`src/rtl/alu_arbiter.sv`:
```
`default_nettype none
// ============================================================================
// Module      : alu_arbiter
// Description : Round-robin arbiter sharing one combinational ALU between two
//               requesters (A and B). Drives the ALU from the winner and
//               captures the result into a one-entry valid/ready response
//               buffer; unsupported commands are flagged instead of computed.
// Revision    : 1.0 - initial release
// ============================================================================
module alu_arbiter #(
    parameter int WIDTH = 32,
    parameter int CMD_W = 4
) (
    input  logic             clk,
    input  logic             rst,
    input  logic             a_valid,
    output logic             a_ready,
    input  logic [WIDTH-1:0] a_data1,
    input  logic [WIDTH-1:0] a_data2,
    input  logic [CMD_W-1:0] a_cmd,
    input  logic             b_valid,
    output logic             b_ready,
    input  logic [WIDTH-1:0] b_data1,
    input  logic [WIDTH-1:0] b_data2,
    input  logic [CMD_W-1:0] b_cmd,
    output logic [WIDTH-1:0] alu_data1,
    output logic [WIDTH-1:0] alu_data2,
    output logic [CMD_W-1:0] alu_cmd,
    input  logic [WIDTH-1:0] alu_result,
    output logic             rsp_valid,
    input  logic             rsp_ready,
    output logic             rsp_id,
    output logic [WIDTH-1:0] rsp_result,
    output logic             rsp_err
);

    // Supported ALU command encodings
    localparam logic [CMD_W-1:0] c_cmd_add = CMD_W'(4'b0000);
    localparam logic [CMD_W-1:0] c_cmd_sub = CMD_W'(4'b0010);
    localparam logic [CMD_W-1:0] c_cmd_and = CMD_W'(4'b0100);
    localparam logic [CMD_W-1:0] c_cmd_or  = CMD_W'(4'b0101);
    localparam logic [CMD_W-1:0] c_cmd_nor = CMD_W'(4'b0110);
    localparam logic [CMD_W-1:0] c_cmd_xor = CMD_W'(4'b0111);
    localparam logic [CMD_W-1:0] c_cmd_sll = CMD_W'(4'b1000);
    localparam logic [CMD_W-1:0] c_cmd_sra = CMD_W'(4'b1001);
    localparam logic [CMD_W-1:0] c_cmd_srl = CMD_W'(4'b1010);

    typedef enum logic [0:0] {
        ST_EMPTY = 1'b0,
        ST_FULL  = 1'b1
    } state_t;

    state_t           r_state;
    state_t           w_state_nxt;
    logic             r_last_grant;   // 0 = A granted last, 1 = B granted last
    logic             w_can_issue;
    logic             w_grant_a;
    logic             w_grant_b;
    logic             w_grant;
    logic             w_cmd_legal;

    // Arbitration: a slot exists when the buffer is empty or being drained;
    // on a tie the requester that did not win last time is chosen.
    always_comb begin
        w_can_issue = !rst && ((r_state == ST_EMPTY) || rsp_ready);
        w_grant_a   = w_can_issue && a_valid && (!b_valid || r_last_grant);
        w_grant_b   = w_can_issue && b_valid && (!a_valid || !r_last_grant);
        w_grant     = w_grant_a || w_grant_b;
        a_ready     = w_grant_a;
        b_ready     = w_grant_b;
    end

    // ALU operand mux; idles at zero so the ALU sees a quiet ADD 0+0
    always_comb begin
        alu_data1 = '0;
        alu_data2 = '0;
        alu_cmd   = '0;
        if (w_grant_a) begin
            alu_data1 = a_data1;
            alu_data2 = a_data2;
            alu_cmd   = a_cmd;
        end else if (w_grant_b) begin
            alu_data1 = b_data1;
            alu_data2 = b_data2;
            alu_cmd   = b_cmd;
        end
    end

    // Decode whether the command being issued is one the ALU supports
    always_comb begin
        w_cmd_legal = 1'b0;
        case (alu_cmd)
            c_cmd_add, c_cmd_sub, c_cmd_and, c_cmd_or, c_cmd_nor,
            c_cmd_xor, c_cmd_sll, c_cmd_sra, c_cmd_srl: w_cmd_legal = 1'b1;
            default:                                    w_cmd_legal = 1'b0;
        endcase
    end

    // Next-state: a grant always (re)fills the buffer; a drain without grant empties it
    always_comb begin
        w_state_nxt = r_state;
        if (w_grant) begin
            w_state_nxt = ST_FULL;
        end else if ((r_state == ST_FULL) && rsp_ready) begin
            w_state_nxt = ST_EMPTY;
        end
    end

    // State register and round-robin history
    always_ff @(posedge clk) begin
        if (rst) begin
            r_state      <= ST_EMPTY;
            r_last_grant <= 1'b1;
        end else begin
            r_state <= w_state_nxt;
            if (w_grant) begin
                r_last_grant <= w_grant_b;
            end
        end
    end

    // Response buffer capture on grant; contents held otherwise
    always_ff @(posedge clk) begin
        if (rst) begin
            rsp_id     <= 1'b0;
            rsp_result <= '0;
            rsp_err    <= 1'b0;
        end else if (w_grant) begin
            rsp_id     <= w_grant_b;
            rsp_result <= w_cmd_legal ? alu_result : '0;
            rsp_err    <= !w_cmd_legal;
        end
    end

    assign rsp_valid = (r_state == ST_FULL);

endmodule
`default_nettype wire

```
`config.mk`:
```
export PLATFORM = sky130hd
export DESIGN_NAME = alu_arbiter
export DESIGN_NICKNAME = d
export VERILOG_FILES = /design/src/rtl/alu_arbiter.sv
export SDC_FILE = /design/constraint.sdc
export NUM_CORES = 1
export LEC_CHECK = 0
export BUFFER_PORTS_ARGS = -buffer_cell sky130_fd_sc_hd__clkbuf_2
export CORE_AREA = 2 2 108 110
export DETAILED_ROUTE_END_ITERATION = 10
export DIE_AREA = 0 0 110 112
export HOLD_SLACK_MARGIN = 0.08
export SYNTH_ARGS = -nofsm -noshare
export SYNTH_HDL_FRONTEND = slang
export SYNTH_SLANG_ARGS = --single-unit
```
`constraint.sdc`:
```
create_clock -name clk -period 4.3 [get_ports clk]
set_clock_uncertainty 0.1 [all_clocks]
set_input_delay 0.645 -clock clk [delete_from_list [all_inputs] [get_ports clk]]
set_output_delay 0.645 -clock clk [all_outputs]
set_load 0.03 [all_outputs]
```
==> impl_metrics.py, run 1 <==
metrics = {
    "status": {
        "status": "completed",
    },
    "placed_design": {
        "dp_slack_ns": 1.05,
        "post-dp-hpwl_um": 9100,
        "portBuffers": 277,
        "gp_congestion": 0.752,
    },
    "worst_setup_path": {
        "cpMaxStageDelayCell": "inv_2",
        "reg2reg_setup_slack_ns": 1.60,
        "cp_max_fo": 41,
        "crit_required_ns": 3.56,
        "path_class": "in -> out",
        "end_kind": "primary output",
        "reg2reg_depth": 7,
        "crit_arrival_ns": 2.53,
        "worstSetupStartpointType": "primary input",
        "r2r_start": "rsp_valid$_SDFFE_PP0P_",
        "critPathMaxStageDelay_ns": 0.52,
        "r2r_end": "rsp_result[12]$_SDFFE_PP0P_",
        "path_cells": "clkbuf_2 > inv_2 > and2_4 > nand3_4 > inv_2 > buf_4 > a22o_1 > clkbuf_2",
    },
    "logic_synthesis": {
        "synth_area_mm2": 0.00207,
        "synth_ff_type": "dfxtp_1",
        "synth.area.top_cells": "dfxtp_1 (35%), a22o_1 (28%), nand2_1 (12%), a21oi_1 (7.2%), clkbuf_1 (2.7%)",
        "synth.distinct_cells": 27,
        "ys_ff_latch": 36,
        "syn_nets": 427,
        "synth.most_common_cell": "nand2_1",
        "yosys_warnings": 0,
        "synth.top_cell.area_share_pct": 34.7,
        "avgSynthCellArea_um2": 8.17,
        "synthArstFlopShare_pct": 0,
        "synth_edf_count": 0,
        "yosysTopAreaCell": "dfxtp_1",
        "synthCells": 254,
        "yosysSeqAreaShare_pct": 34.7,
        "ys_top_cells_by_count": "nand2_1 (69), a22o_1 (67), dfxtp_1 (36), a21oi_1 (30), clkbuf_1 (15)",
    },
    "clock_tree": {
        "post_cts_buffers": 0,
        "root_buffer": "clkbuf_16",
        "htreeDepth": 2,
        "clock_sinks": 36,
        "cts_resized": 0,
        "clk_latency_ns": 0.27,
        "tritoncts": "built",
        "cts_hold_buf": 0,
        "cts_buffer_depth": 2,
        "clkTransAtPathRegs_ns": 0.06,
        "cts_buffers": 5,
    },
    "final_layout": {
        "nets": 691,
        "fillers": 1234,
        "drive_gt1_share_pct": 59.0,
        "post-route-util_pct": 33.2,
        "syn_to_final_growth_pct": 78.7,
    },
    "timing": {
        "setup_violations": 0,
        "finalMaxSlewViolations": 0,
        "holdWs_ns": 0.353,
        "worst_slack_ns": 1.03,
        "rsz0062_at_grt": "false",
        "finalHoldViolations": 0,
        "finalCriticalPeriod_ns": 3.27,
        "clock.fmax_ghz": 0.305,
        "fin_tns_setup_ns": 0,
        "tightest_slew_ns": 1.07,
        "post-route-period-util_pct": 76.2,
        "relSlewSlack_pct": 28.7,
    },
    "power_and_ir_drop": {
        "total_power_mw": 1.21,
        "p_leak_nw": 2.05,
        "ir_drop_v": 0.000305,
        "power_density_mw_per_mm2": 326,
    },
    "routing": {
        "vias_per_cell": 4.59,
        "wl_per_cell_um": 16.2,
        "vias": 3051,
        "drcViolationCount": 0,
        "first_pass_iters": 5,
        "drtAntennaViolNets": 0,
        "drt_iter0_drc": 133,
        "drt_wl_total_um": 10800,
    },
    "worst_hold_path": {
        "holdPathStages": 2,
        "hold_path.class": "reg -> reg",
        "hold_start": "rsp_result[14]$_SDFFE_PP0P_",
        "hold_path_end": "rsp_result[14]$_SDFFE_PP0P_",
    },
    "grt": {
        "overflow": 0,
        "track_usage_pct": 16.1,
        "grt_pass1_vias": 2917,
        "grt_max_degree": 42,
        "antenna_found_initial": 5,
        "grt_pass1_wl_um": 15000,
    },
    "floorplanning": {
        "core.rowCount": 39,
        "io_pins": 278,
        "chipHeight_um": 112,
        "coreArea_mm2": 0.0112,
        "start_util_pct": 18.6,
        "dieArea_mm2": 0.0123,
        "die_w_um": 110,
    },
    "flow_run": {
        "cap_violations": 0,
    },
}
## kinds of logic (layout without fill, tap and decap cells)
group | Yosys count | in the layout | share of synthesized area (%)
AOI/OAI and AO/OA | 114 | 114 | 43.5
other | 0 | 3 | 0
buffers and inverters | 28 | 293 | 6.51
DFF | 36 | 36 | 34.7
and+or+nand+nor | 76 | 76 | 15.3
## layer usage
| layer | global-route usage [%] | part of all wire (%) | vias up |
|---|---|---|---|
| met3 | 5.62 | 9.9 | 6 |
| met5 | 0 | 0.21 | - |
| met1 | 17.4 | 39 | 1428 |
| met4 | 4.14 | 0.24 | 4 |
| li1 | - | - | 1459 |
| met2 | 29.4 | 50 | 154 |
## worst max-delay path by stage
stage | from | endpoint | slack [ns] | cells past startpoint
finish | rst | alu_data1[6] | 1.03 | 8
global route | rst | alu_data1[6] | 0.90 | 8
CTS | rst | alu_data1[6] | 1.05 | 8
detailed placement | rst | alu_data1[6] | 1.05 | 8
global placement | rst | alu_data1[5] | 1.18 | 8
floorplan | rsp_ready | alu_cmd[2] | 1.55 | 6
## where the power goes
part / total (mW) / internal (mW) / switching (mW)
clock network: 0.363 / 0.228 / 0.135
logic: 0.463 / 0.164 / 0.299
registers: 0.383 / 0.367 / 0.0167
## registers in the layout, summed over array words and instances, names as in the netlist
register,cells
rsp_result,32
r_last_grant,1
rsp_err,1
rsp_id,1
rsp_valid,1
## stage by stage
step                      instances  cell area [um2]
after floorplan                 254             2070
final                           665             3710
after CTS                       662             3700
after global routing            664             3700
after detailed placement        654             3550
after global placement          654             3550
## layout by cell type, fill, tap and decap left out, drive strengths merged, types with 2 or more instances in the layout
master  netlist  routed
dfxtp        36      36
nand2        69      69
diode         0       3
a22o         68      68
nand2b        3       3
buf           9       4
o21ai         4       4
inv           4       4
clkinv        0       2
clkbuf       15     283
a21oi        35      35
## critical path, delay by kind of cell
kind | cells | cell delay, ns
AO/OA/AOI/OAI | 1 | 0.20
AND/OR/NAND/NOR | 2 | 0.26
buffers and inverters | 5 | 1.38
## cell type report
| class | instances | area [um2] | share of cell area (%) |
|---|---|---|---|
| multi-input cells | 190 | 1220 | 32.9 |
| diodes | 3 | 7.51 | 0.202 |
| flip-flops and latches | 36 | 721 | 19.4 |
| inverters | 4 | 15.0 | 0.405 |
| well taps | 143 | 179 | 4.83 |
| clock inverters | 2 | 10.0 | 0.270 |
| repair buffers | 281 | 1420 | 38.2 |
| clock buffers | 6 | 139 | 3.75 |
Power figures use the tool's default switching activity.
==> run 2, diff against run 1 <==
--- a/config.mk
+++ b/config.mk
@@ -6,9 +6,9 @@
 export NUM_CORES = 1
 export LEC_CHECK = 0
 export BUFFER_PORTS_ARGS = -buffer_cell sky130_fd_sc_hd__clkbuf_2
-export CORE_AREA = 2 2 108 110
+export CORE_AREA = 2 2 109 111
 export DETAILED_ROUTE_END_ITERATION = 10
-export DIE_AREA = 0 0 110 112
+export DIE_AREA = 0 0 111 113
 export HOLD_SLACK_MARGIN = 0.08
 export SYNTH_ARGS = -nofsm -noshare
 export SYNTH_HDL_FRONTEND = slang
==> constraint.sdc (replaced) <==
create_clock -name clk -period 2.7 [get_ports clk]
set_clock_uncertainty 0.1 [all_clocks]
set_input_delay 0.405 -clock clk [delete_from_list [all_inputs] [get_ports clk]]
set_output_delay 0.405 -clock clk [all_outputs]
set_load 0.03 [all_outputs]
==> impl_metrics.py, run 2 (same netlist as run 1, synthesis figures left out) <==
metrics = {
    "grt": {
        "grt_pass1_vias": 2951,
        "antenna_found_initial": 1,
        "track_usage_pct": 15.6,
        "overflow": 0,
        "grt_pass1_wl_um": 15700,
        "grt_max_degree": 72,
    },
    "final_layout": {
        "drive_gt1_share_pct": 59.2,
        "layout_commonest_cell": "clkbuf_2",
        "largest_register_ffs": 32,
        "final_cell_mix": "clkbuf_2 (277), nand2_1 (69), a22o_1 (67)",
        "regMostFlops": "rsp_result",
        "post-route-util_pct": 33.5,
        "nets": 694,
        "finalNonFillerCells": 666,
        "syn_to_final_growth_pct": 82.2,
    },
    "worst_setup_path": {
        "crit_arrival_ns": 1.87,
        "path_class": "reg -> out",
        "worstSetupStartpointType": "flip-flop",
        "reg2reg_depth": 7,
        "crit_required_ns": 2.19,
        "cp_max_fo": 34,
        "r2r_start": "rsp_valid$_SDFFE_PP0P_",
        "critPathLaunch": "rsp_valid$_SDFFE_PP0P_",
        "end_kind": "primary output",
    },
    "power_and_ir_drop": {
        "total_power_mw": 1.96,
        "p_leak_nw": 2.07,
        "power_density_mw_per_mm2": 519,
        "ir_drop_v": 0.000313,
    },
    "routing": {
        "drt_wl_total_um": 10400,
        "vias_per_cell": 4.58,
        "drcViolationCount": 0,
        "drtAntennaViolNets": 0,
        "vias": 3048,
        "first_pass_iters": 5,
        "drt_iter0_drc": 204,
        "wl_per_cell_um": 15.7,
    },
    "timing": {
        "finalCriticalPeriod_ns": 2.38,
        "relSlewSlack_pct": 21.9,
        "clock.fmax_ghz": 0.421,
        "setup_violations": 0,
        "fin_tns_setup_ns": 0,
        "post-route-period-util_pct": 88.0,
        "rsz0062_at_grt": "false",
        "finalHoldViolations": 0,
        "finalMaxSlewViolations": 0,
        "tightest_slew_ns": 1.17,
        "holdWs_ns": 0.244,
    },
    "clock_tree": {
        "cts_buffers": 5,
        "cts_buffer_depth": 2,
        "root_buffer": "clkbuf_16",
        "clkTransAtPathRegs_ns": 0.06,
        "clk_latency_ns": 0.27,
        "cts_hold_buf": 0,
        "tritoncts": "built",
        "cts_resized": 0,
        "htreeDepth": 2,
        "post_cts_buffers": 0,
        "clock_sinks": 36,
    },
    "placed_design": {
        "portBuffers": 277,
        "gp_congestion": 0.941,
        "dp_cells": 657,
        "post-dp-hpwl_um": 8750,
    },
    "floorplanning": {
        "chipHeight_um": 113,
        "coreArea_mm2": 0.0113,
        "start_util_pct": 18.4,
        "io_pins": 278,
        "die_w_um": 111,
        "core.rowCount": 39,
        "dieArea_mm2": 0.0125,
    },
    "status": {
        "status": "completed",
    },
    "worst_hold_path": {
        "hold_path.class": "in -> reg",
        "hold_start": "alu_result[3]",
        "holdPathStages": 3,
    },
    "flow_run": {
        "cap_violations": 0,
    },
}
-- run 2: changes by cell type in the layout (fill, tap and decap cells not counted), sizes merged --
cell,before,now
buf,4,7
clkinv,2,0
clkinvlp,0,2
diode,3,1
-- run 2: metrics by stage --
| step | cell area (um2) | worst slack, ns |
|---|---|---|
| after detailed placement | 3620 | 0.396 |
| after floorplan | 2070 | 0.414 |
| after global placement | 3620 | 0.444 |
| after CTS | 3780 | 0.313 |
| final | 3780 | 0.324 |
| after global routing | 3780 | 0.230 |
-- run 2: worst paths after layout --
kind                                       to  slack, ns
setup / recovery                alu_data2[19]       0.32
hold / removal     rsp_result[3]$_SDFFE_PP0P_       0.24
setup reg to reg  rsp_result[13]$_SDFFE_PP0P_       0.65
hold reg to reg   rsp_result[24]$_SDFFE_PP0P_       0.36
-- run 2: layout make-up --
type	instances	area (um2)
fill	1192	7490
sequential	36	721
timing repair buffer	284	1490
antenna	1	2.50
clock buffer	6	139
clock inverter	2	15.0
multi-input combinational	190	1220
inverter	4	15.0
tap	143	179
-- run 2: power by group --
group / switching (mW) / internal, mW / total [mW]
clock network: 0.226 / 0.367 / 0.592
registers: 0.0265 / 0.584 / 0.610
logic: 0.482 / 0.275 / 0.758
-- run 2: routing by layer --
metal / global-route usage, % / up-vias / wire length (um) / share of wire, %
li1: - / 1463 / - / -
met1: 18.9 / 1395 / 4190 / 40
met2: 26.1 / 168 / 4960 / 48
met3: 4.39 / 22 / 846 / 8.1
met4: 6.58 / 0 / 419 / 4.0
met5: 0 / - / 0 / 0
-- run 2: worst max-delay path, stage by stage, from the launching register on --
cell	delay, ns
dfxtp_1	0.31
nand2b_1	0.13
and4_2	0.51
buf_12	0.24
a22o_1	0.18
clkbuf_2	0.21
==> run 3, diff against run 2 <==
--- a/config.mk
+++ b/config.mk
@@ -5,7 +5,7 @@
 export SDC_FILE = /design/constraint.sdc
 export NUM_CORES = 1
 export LEC_CHECK = 0
-export BUFFER_PORTS_ARGS = -buffer_cell sky130_fd_sc_hd__clkbuf_2
+export BUFFER_PORTS_ARGS = -buffer_cell sky130_fd_sc_hd__buf_4
 export CORE_AREA = 2 2 109 111
 export DETAILED_ROUTE_END_ITERATION = 10
 export DIE_AREA = 0 0 111 113
==> impl_metrics.py, run 3 (same netlist as run 1, synthesis figures left out) <==
metrics = {
    "power_and_ir_drop": {
        "p_leak_nw": 2.25,
        "p_sw_share_pct": 34.4,
        "p_clk_share_pct": 27.5,
        "p_int_mw": 1.36,
        "p_comb_share_pct": 43.0,
        "ir_drop_v": 0.000431,
        "power.net_switching_mw": 0.711,
        "pwr-share-seq_pct": 29.5,
        "power_density_mw_per_mm2": 467,
    },
    "grt": {
        "grt_max_degree": 53,
        "overflow": 0,
        "grt_pass1_wl_um": 16500,
        "antenna_found_initial": 0,
        "track_usage_pct": 16.4,
        "grt_pass1_vias": 2915,
    },
    "timing": {
        "finalCriticalPeriod_ns": 2.46,
        "clock.fmax_ghz": 0.407,
        "relSlewSlack_pct": 46.0,
        "holdWs_ns": 0.247,
        "fin_tns_setup_ns": 0,
        "finalMaxSlewViolations": 0,
        "rsz0062_at_grt": "false",
        "finalHoldViolations": 0,
        "post-route-period-util_pct": 91.1,
        "tightest_slew_ns": 0.809,
        "setup_violations": 0,
    },
    "worst_hold_path": {
        "hold_path_end": "rsp_valid$_SDFFE_PP0P_",
        "hold_start": "rst",
        "hold_path.class": "in -> reg",
        "holdPathStages": 2,
    },
    "floorplanning": {
        "start_util_pct": 18.4,
        "dieArea_mm2": 0.0125,
        "io_pins": 278,
        "core.rowCount": 39,
        "chipHeight_um": 113,
        "coreArea_mm2": 0.0113,
        "die_w_um": 111,
    },
    "final_layout": {
        "fillers": 1149,
        "layout_commonest_cell": "buf_4",
        "syn_to_final_growth_pct": 114,
        "final_cell_mix": "buf_4 (281), nand2_1 (69), a22o_1 (67)",
        "nets": 693,
        "drive_gt1_share_pct": 58.7,
        "n_antenna_cell": 0,
        "largest_register_ffs": 32,
        "multi_input_area_mm2": 0.00122,
        "regArea_um2": 721,
        "regMostFlops": "rsp_result",
    },
    "clock_tree": {
        "clkTransAtPathRegs_ns": 0.05,
        "clock_sinks": 36,
        "htreeDepth": 2,
        "post_cts_buffers": 0,
        "cts_resized": 0,
        "cts_buffers": 5,
        "clk_latency_ns": 0.27,
        "cts_buffer_depth": 2,
        "cts_hold_buf": 0,
        "root_buffer": "clkbuf_16",
        "tritoncts": "built",
    },
    "worst_setup_path": {
        "crit_required_ns": 2.19,
        "worstSetupStartpointType": "flip-flop",
        "cp_max_fo": 52,
        "path_class": "reg -> out",
        "r2r_end": "rsp_result[11]$_SDFFE_PP0P_",
        "end_kind": "primary output",
        "reg2reg_setup_slack_ns": 0.53,
        "r2r_start": "rsp_valid$_SDFFE_PP0P_",
        "reg2reg_depth": 6,
        "crit_arrival_ns": 1.95,
    },
    "routing": {
        "wl_per_cell_um": 16.6,
        "drcViolationCount": 0,
        "drtAntennaViolNets": 0,
        "drt_iter0_drc": 240,
        "vias": 3032,
        "vias_per_cell": 4.57,
        "first_pass_iters": 4,
        "drt_wl_total_um": 11000,
    },
    "status": {
        "status": "completed",
    },
    "placed_design": {
        "gp_congestion": 0.921,
        "portBuffers": 277,
        "post-dp-hpwl_um": 9000,
    },
    "flow_run": {
        "cap_violations": 0,
    },
}
## run 3: stage by stage
stage          instance area, um2  power, mW  instances  utilization, %  worst slack (ns)
6_report                     4430       2.07        664            39.3             0.241
3_3_place_gp                 4280       1.51        656            38.0             0.351
3_5_place_dp                 4280       1.51        656            38.0             0.310
5_1_grt                      4430       2.18        664            39.3             0.110
4_1_cts                      4430       2.09        664            39.3             0.231
2_1_floorplan                2070       1.08        254               -             0.414
## run 3: layer usage
layer | part of all wire, % | global-route usage [%] | wire (um)
met1 | 39 | 20.0 | 4350
met2 | 50 | 28.9 | 5510
met3 | 8.4 | 4.61 | 925
met4 | 2.1 | 4.00 | 228
met5 | 0 | 0 | 0
## run 3: area by class of cell
type,count,area share (%)
timing repair buffer,283,48.5
multi-input combinational,190,27.5
sequential,36,16.3
tap,143,4.04
clock buffer,8,3.30
inverter,4,0.339
## run 3: power by group through the flow
| stage | clock network (mW) | registers (mW) | logic, mW |
|---|---|---|---|
| 2_1_floorplan | 0 | 0.719 | 0.360 |
| 3_3_place_gp | 0 | 0.619 | 0.887 |
| 3_5_place_dp | 0 | 0.621 | 0.893 |
| 4_1_cts | 0.588 | 0.610 | 0.895 |
| 5_1_grt | 0.617 | 0.616 | 0.944 |
| 6_report | 0.569 | 0.610 | 0.890 |
## run 3: how the worst max path moves through the flow
stage / from / endpoint / cells after the start / slack (ns)
after floorplan: rsp_valid$_SDFFE_PP0P_ / alu_cmd[2] / 6 / 0.41
after global placement: rsp_ready / alu_data2[19] / 8 / 0.35
after detailed placement: rsp_ready / alu_data2[19] / 8 / 0.31
after CTS: rsp_valid$_SDFFE_PP0P_ / alu_data2[19] / 7 / 0.23
after global routing: rsp_valid$_SDFFE_PP0P_ / alu_data2[19] / 7 / 0.11
final: rsp_valid$_SDFFE_PP0P_ / alu_data2[19] / 7 / 0.24
## run 3: critical path, stage by stage (launching register included)
cell	delay (ns)
dfxtp_1	0.31
nand2b_1	0.12
and2_4	0.19
nand3_4	0.09
inv_2	0.31
buf_12	0.29
a22o_1	0.19
buf_4	0.16
